<file path="src/rtl/physics_pkg.sv">
// ----------------------------------------------------------------------------
// physics_pkg
// Shared constants and types for the physics step scheduler slice.
//   NUM_PINS      : number of bowling pins tracked per step
//   VEL_W         : width of one velocity component (two's complement)
//   PIN_IDX_W     : width of a pin index
//   sched_state_t : step scheduler FSM states
// ----------------------------------------------------------------------------
package physics_pkg;

    localparam int NUM_PINS  = 10;
    localparam int VEL_W     = 16;
    localparam int PIN_IDX_W = 4;

    typedef enum logic [1:0] {
        IDLE     = 2'd0,
        RUN_COLL = 2'd1,
        UPDATE   = 2'd2,
        DONE     = 2'd3
    } sched_state_t;

endpackage

</file>
<file path="src/rtl/physics_step_scheduler_step_timer.sv">
// ----------------------------------------------------------------------------
// step_timer
// Free-running step-rate counter. Counts 0..TICK_PERIOD-1 while enabled and
// flags the last count as a tick; disabling forces the count back to 0.
// Ports:
//   clk_in    in  system clock
//   rst_in    in  asynchronous active-low reset
//   enable_in in  count enable; low holds the count at 0
//   tick      out high while count == TICK_PERIOD-1 and enabled
// ----------------------------------------------------------------------------
module step_timer #(
    parameter int TICK_PERIOD = 1500000
) (
    input  logic clk_in,
    input  logic rst_in,
    input  logic enable_in,
    output logic tick
);

    localparam int CW = (TICK_PERIOD > 2) ? $clog2(TICK_PERIOD) : 1;
    localparam logic [CW-1:0] LAST = CW'(TICK_PERIOD - 1);

    logic [CW-1:0] count;

    always_ff @(posedge clk_in or negedge rst_in) begin
        if (!rst_in) begin
            count <= '0;
        end else if (!enable_in || count == LAST) begin
            count <= '0;
        end else begin
            count <= count + 1'b1;
        end
    end

    assign tick = enable_in && (count == LAST);

endmodule

</file>
<file path="src/rtl/physics_step_scheduler.sv">
// ----------------------------------------------------------------------------
// physics_step_scheduler
// Runs one physics step per timer tick: launches the collision datapath,
// waits (bounded) for its result, latches per-pin hits and velocities, then
// streams one update per hit pin (ascending index) to the motion integrator.
//
//   state    | meaning
//   ---------+-----------------------------------------------------------
//   IDLE     | waiting for a step tick
//   RUN_COLL | collision datapath running, waiting for done or timeout
//   UPDATE   | offering latched pin updates over valid/ready
//   DONE     | one-cycle end-of-step pulse
//
// Ports:
//   clk_in, rst_in              clock, asynchronous active-low reset
//   enable_in                   game running (gates the step timer)
//   clear_in                    clear sticky hit/error flags
//   coll_valid_out              collision datapath run request (level)
//   coll_done_in                collision result strobe
//   coll_pins_hit_in            per-pin hit flags
//   coll_vx_in, coll_vy_in      per-pin velocities, pin i at [i*VEL_W +: VEL_W]
//   upd_valid_out/upd_ready_in  update handshake
//   upd_pin_out, upd_vx_out,
//   upd_vy_out                  update payload
//   pins_hit_out                sticky OR of hits since clear
//   step_done_out               end-of-step pulse
//   timeout_err_out             sticky: collision done missed
//   overrun_err_out             sticky: tick arrived while busy
//   busy_out                    FSM not IDLE
// ----------------------------------------------------------------------------
module physics_step_scheduler
    import physics_pkg::*;
#(
    parameter int TICK_PERIOD  = 1500000,
    parameter int COLL_TIMEOUT = 16
) (
    input  logic                      clk_in,
    input  logic                      rst_in,
    input  logic                      enable_in,
    input  logic                      clear_in,
    output logic                      coll_valid_out,
    input  logic                      coll_done_in,
    input  logic [NUM_PINS-1:0]       coll_pins_hit_in,
    input  logic [NUM_PINS*VEL_W-1:0] coll_vx_in,
    input  logic [NUM_PINS*VEL_W-1:0] coll_vy_in,
    output logic                      upd_valid_out,
    input  logic                      upd_ready_in,
    output logic [PIN_IDX_W-1:0]      upd_pin_out,
    output logic [VEL_W-1:0]          upd_vx_out,
    output logic [VEL_W-1:0]          upd_vy_out,
    output logic [NUM_PINS-1:0]       pins_hit_out,
    output logic                      step_done_out,
    output logic                      timeout_err_out,
    output logic                      overrun_err_out,
    output logic                      busy_out
);

    localparam int TW = $clog2(COLL_TIMEOUT + 1);

    sched_state_t         state, state_nxt;
    logic [TW-1:0]        tmo_cnt;
    logic [NUM_PINS-1:0]  hit_mask;
    logic [VEL_W-1:0]     vx_lat [NUM_PINS];
    logic [VEL_W-1:0]     vy_lat [NUM_PINS];
    logic [VEL_W-1:0]     vx_in_arr [NUM_PINS];
    logic [VEL_W-1:0]     vy_in_arr [NUM_PINS];
    logic                 tick;
    logic                 coll_fire;
    logic                 tmo_fire;
    logic                 accept;
    logic [NUM_PINS-1:0]  search_mask;
    logic [PIN_IDX_W-1:0] next_pin;
    logic                 next_any;

    step_timer #(.TICK_PERIOD(TICK_PERIOD)) u_step_timer (
        .clk_in    (clk_in),
        .rst_in    (rst_in),
        .enable_in (enable_in),
        .tick      (tick)
    );

    for (genvar g = 0; g < NUM_PINS; g++) begin : g_unpack
        assign vx_in_arr[g] = coll_vx_in[g*VEL_W +: VEL_W];
        assign vy_in_arr[g] = coll_vy_in[g*VEL_W +: VEL_W];
    end

    assign coll_fire = (state == RUN_COLL) && coll_done_in;
    assign tmo_fire  = (state == RUN_COLL) && !coll_done_in &&
                       (tmo_cnt == TW'(COLL_TIMEOUT - 1));
    assign accept    = (state == UPDATE) && upd_ready_in;

    // One priority encoder serves both the first pin at latch time and the
    // next pin after an accept (current pin masked out of the remaining set).
    always_comb begin
        if (state == RUN_COLL) begin
            search_mask = coll_pins_hit_in;
        end else begin
            search_mask = hit_mask & ~(NUM_PINS'(1) << upd_pin_out);
        end
        next_pin = '0;
        next_any = 1'b0;
        for (int i = NUM_PINS - 1; i >= 0; i--) begin
            if (search_mask[i]) begin
                next_pin = PIN_IDX_W'(i);
                next_any = 1'b1;
            end
        end
    end

    always_comb begin
        state_nxt = state;
        case (state)
            IDLE:     if (tick) state_nxt = RUN_COLL;
            RUN_COLL: begin
                if (coll_done_in)  state_nxt = next_any ? UPDATE : DONE;
                else if (tmo_fire) state_nxt = DONE;
            end
            UPDATE:   if (upd_ready_in && !next_any) state_nxt = DONE;
            DONE:     state_nxt = IDLE;
            default:  state_nxt = IDLE;
        endcase
    end

    always_ff @(posedge clk_in or negedge rst_in) begin
        if (!rst_in) begin
            state           <= IDLE;
            tmo_cnt         <= '0;
            hit_mask        <= '0;
            coll_valid_out  <= 1'b0;
            upd_valid_out   <= 1'b0;
            step_done_out   <= 1'b0;
            busy_out        <= 1'b0;
            upd_pin_out     <= '0;
            upd_vx_out      <= '0;
            upd_vy_out      <= '0;
            pins_hit_out    <= '0;
            timeout_err_out <= 1'b0;
            overrun_err_out <= 1'b0;
            for (int i = 0; i < NUM_PINS; i++) begin
                vx_lat[i] <= '0;
                vy_lat[i] <= '0;
            end
        end else begin
            state          <= state_nxt;
            // Outputs are decoded from the next state so they are flops.
            coll_valid_out <= (state_nxt == RUN_COLL);
            upd_valid_out  <= (state_nxt == UPDATE);
            step_done_out  <= (state_nxt == DONE);
            busy_out       <= (state_nxt != IDLE);

            tmo_cnt <= (state == RUN_COLL) ? tmo_cnt + 1'b1 : '0;

            if (coll_fire) begin
                hit_mask    <= coll_pins_hit_in;
                vx_lat      <= vx_in_arr;
                vy_lat      <= vy_in_arr;
                upd_pin_out <= next_pin;
                upd_vx_out  <= vx_in_arr[next_pin];
                upd_vy_out  <= vy_in_arr[next_pin];
            end else if (accept) begin
                hit_mask <= search_mask;
                if (next_any) begin
                    upd_pin_out <= next_pin;
                    upd_vx_out  <= vx_lat[next_pin];
                    upd_vy_out  <= vy_lat[next_pin];
                end
            end

            // New hits win over a coincident clear.
            if (coll_fire) begin
                pins_hit_out <= (clear_in ? '0 : pins_hit_out) | coll_pins_hit_in;
            end else if (clear_in) begin
                pins_hit_out <= '0;
            end

            // Error sets win over a coincident clear.
            if (tmo_fire)      timeout_err_out <= 1'b1;
            else if (clear_in) timeout_err_out <= 1'b0;

            if (tick && state != IDLE) overrun_err_out <= 1'b1;
            else if (clear_in)         overrun_err_out <= 1'b0;
        end
    end

endmodule

</file>
<file path="config.mk">
export PLATFORM = sky130hd
export DESIGN_NAME = physics_step_scheduler
export DESIGN_NICKNAME = d
export VERILOG_FILES = /design/src/rtl/physics_pkg.sv /design/src/rtl/physics_step_scheduler_step_timer.sv /design/src/rtl/physics_step_scheduler.sv
export SDC_FILE = /design/constraint.sdc
export NUM_CORES = 1
export LEC_CHECK = 0
export CORE_UTILIZATION = 58
export CTS_CLUSTER_SIZE = 28
export DETAILED_ROUTE_END_ITERATION = 16
export PLACE_DENSITY = 0.87
export SETUP_SLACK_MARGIN = 0.05
export SKIP_CTS_REPAIR_TIMING = 1
export SYNTH_ARGS = -nofsm -noshare
export SYNTH_HDL_FRONTEND = slang
export SYNTH_HIERARCHICAL = 1
export SYNTH_SLANG_ARGS = --single-unit
</file>
<file path="constraint.sdc">
create_clock -name clk_in -period 5 [get_ports clk_in]
set_input_delay 1 -clock clk_in [delete_from_list [all_inputs] [get_ports clk_in]]
set_output_delay 1 -clock clk_in [all_outputs]
set_load 0.03 [all_outputs]
</file>
==> metrics.yaml <==
yosys-top-cells-area: "dfrtp_1 48%, nand2_1 21%, mux2i_1 4.4%"
fmax_mhz: 228
rsz0062_at_grt: "no"
grt_max_degree: 108
dp_slack_ps: 415
cp.arrival_ps: 4790
die_w_um: 194
use_met2_pct: 61.6
clockPowerShare_pct: 16.7
ioPinCount: 388
wl_per_cell_um: 21.8
p_switching_w: 0.00882
clk_path_buf_depth: 3
syn_to_final_growth_pct: 26.6
endpoint_kind: "flip-flop"
setup_viol: 0
synth_edf_count: 0
ir_drop_mv: 0.662
path_clk_slew_ps: 60
antenna_found_initial: 11
synth.most_common_cell: "nand2_1"
clkLatencyLatePin_ps: 560
yosysSeqAreaShare_pct: 47.9
min_period_ps: 4390
port_buffers: 387
ant_nets: 0
finalWorstSetupSlack_ps: 606
power_density_mw_per_mm2: 718
vias: 21000
rows: 70
hp-class: "input port to async pin"
die_area_sq_mm: 0.0377
drive_gt1_share_pct: 6.48
yosysTopAreaCell: "dfrtp_1"
synth_seq_cells: 410
cts_made_buffers: 43
sequentialPowerShare_pct: 29.2
netlist_area_sq_mm: 0.0214
worstPathRequired_ps: 5400
wl_mm: 74.5
cts-htree-levels: 2
p_int_w: 0.0107
ys_types: 88
numClockSinks: 410
drc: 0
grt_usage_pct: 39.4
syn-num-nets: 2929
fin_tns_setup_ps: 0
cts_root_buf: "clkbuf_16"
syn_area_per_cell_sq_um: 8.27
drv_cap: 0
status: "finished clean"
hold_viol: 0
relSlewSlack_pct: 28.0
cts_tree: "done"
finalCritPeriodShare_pct: 87.9
grt_util_met1_pct: 50.4
leakagePower_nw: 13.2
critPathLaunchType: "flip-flop"
r2r-start: "state[0]"
initial_core_util_pct: 58.7
post-route-util_pct: 74.3
viasPerCell: 6.16
grt_pass1_wl_mm: 116
crit_fanout: 61
grt_overflow: 0
ys_warn_count: 6
use_met3_pct: 8.82
hpwl_mm: 52.2
grt_pass1_vias: 20600
netlist_top_cells_count: "1225 x nand2_1, 410 x dfrtp_1, 94 x mux2i_1"
tightest_slew_ps: 1080
layout.nets: 3239
ys_async_sr_fraction_pct: 100
finalClockSkew_ps: 22.2
critical_path_class: "flip-flop to flip-flop"
fill_cells: 2633
gp_congestion: 0.964
die_height_um: 194
core_area_sq_mm: 0.0365
drtPass1Iterations: 6
comb_power_share_pct: 54.1
top_usage_layer: "met2"
synth_top_cell_area_share_pct: 47.9
drv_slew: 0
swShare_pct: 45.3
synthFlopType: "dfrtp_1"
drt_iter0_markers: 2807
synth_cells: 2590
startpoint: "state[0]"
-- critical path, stage by stage (launching register included) --
cell and delay (ps):
dfrtp_1 670, nand2b_1 570, a31oi_1 520, o2111a_1 430, or3_2 250, nand2_8 290, buf_12 300, nand2_1 80
a21oi_1 50, o32ai_1 930, o31ai_1 120
-- final timing paths --
check,depth (start not counted),slack (ps),to
min in group clk_in,2,470,vy_lat[119]
worst min-delay path,1,440,vx_lat[97]
max in group asynchronous,2,3470,pins_hit_out[6]
worst max register to register,10,610,upd_vx_out[12]
worst max-delay path,10,610,upd_vx_out[12]
worst min register to register,2,470,vy_lat[119]
-- flip-flops by register name (all words and copies together), names as in the netlist --
signal and flops:
upd_pin_out 4, upd_vy_out 16, timeout_err_out 1, hit_mask 10, pins_hit_out 10, vx_lat 160, busy_out 1, overrun_err_out 1
step_done_out 1, tmo_cnt 5, upd_vx_out 16, state 2, vy_lat 160, coll_valid_out 1, upd_valid_out 1, u_step_timer/count 21
-- cells by family (layout without fill, tap and decap cells) --
| group | Yosys count | count (layout) | synth area share [%] |
|---|---|---|---|
| and+or+nand+nor | 1476 | 1476 | 28.5 |
| adders and majority gates | 3 | 3 | 0.175 |
| DFF | 410 | 410 | 47.9 |
| AOI/OAI and AO/OA | 359 | 359 | 11.3 |
| buffers and inverters | 205 | 547 | 4.51 |
| other | 0 | 11 | 0 |
| xor gates and xnor gates | 16 | 16 | 0.654 |
| muxes | 121 | 121 | 6.97 |
-- cells in the final DEF (no fill, tap or decap), drive strengths merged, types with 8 or more instances in the layout --
master and count:
clkdlybuf4s50 386, o221ai 8, and3 49, a211oi 62
nor4 8, buf 60, nor2 63, mux4 22
clkbuf 65, o31ai 11, dfrtp 410, nand2 1229
nand3 28, inv 24, nand4 8, a311oi 16
a21oi 48, mux2i 94, or3 8, o21ai 62
xnor2 12, o22ai 50, o211ai 9, a31oi 46
diode 11, a32oi 8, nor3 35
-- routing by layer --
layer	up-vias	routed length [um]	share of wire [%]
li1	9325	-	-
met1	10100	28000	38
met2	1308	34200	46
met3	244	7800	10
met4	0	4490	6.0
met5	-	0	0
-- power by group through the flow --
stage | registers (W) | logic (W) | clock network, W
after floorplan | 0.00562 | 0.00691 | 0
after global placement | 0.00558 | 0.00995 | 0
after detailed placement | 0.00566 | 0.0102 | 0
after CTS | 0.00562 | 0.0103 | 0.00327
after global routing | 0.00580 | 0.0113 | 0.00341
final | 0.00568 | 0.0105 | 0.00326
-- cell type report --
class                   count  area (sq um)  area share, %
flip-flops and latches    410         10300           37.8
well taps                 468           586           2.16
inverters                  24          90.1          0.332
repair buffers            446          4470           16.5
diodes                     11          27.5          0.101
clock inverters            12           118          0.434
multi-input cells        1975         10300           37.8
clock buffers              65          1310           4.84
-- stage by stage --
step	power (W)	cells	hold WS [ps]	instance area [sq um]
floorplan	0.0125	2590	433	21400
global placement	0.0155	3323	445	25700
detailed placement	0.0159	3323	455	25700
CTS	0.0192	3400	469	27100
global route	0.0205	3411	487	27100
finish	0.0195	3411	441	27100
No activity file was read; power rests on OpenSTA's default activity.
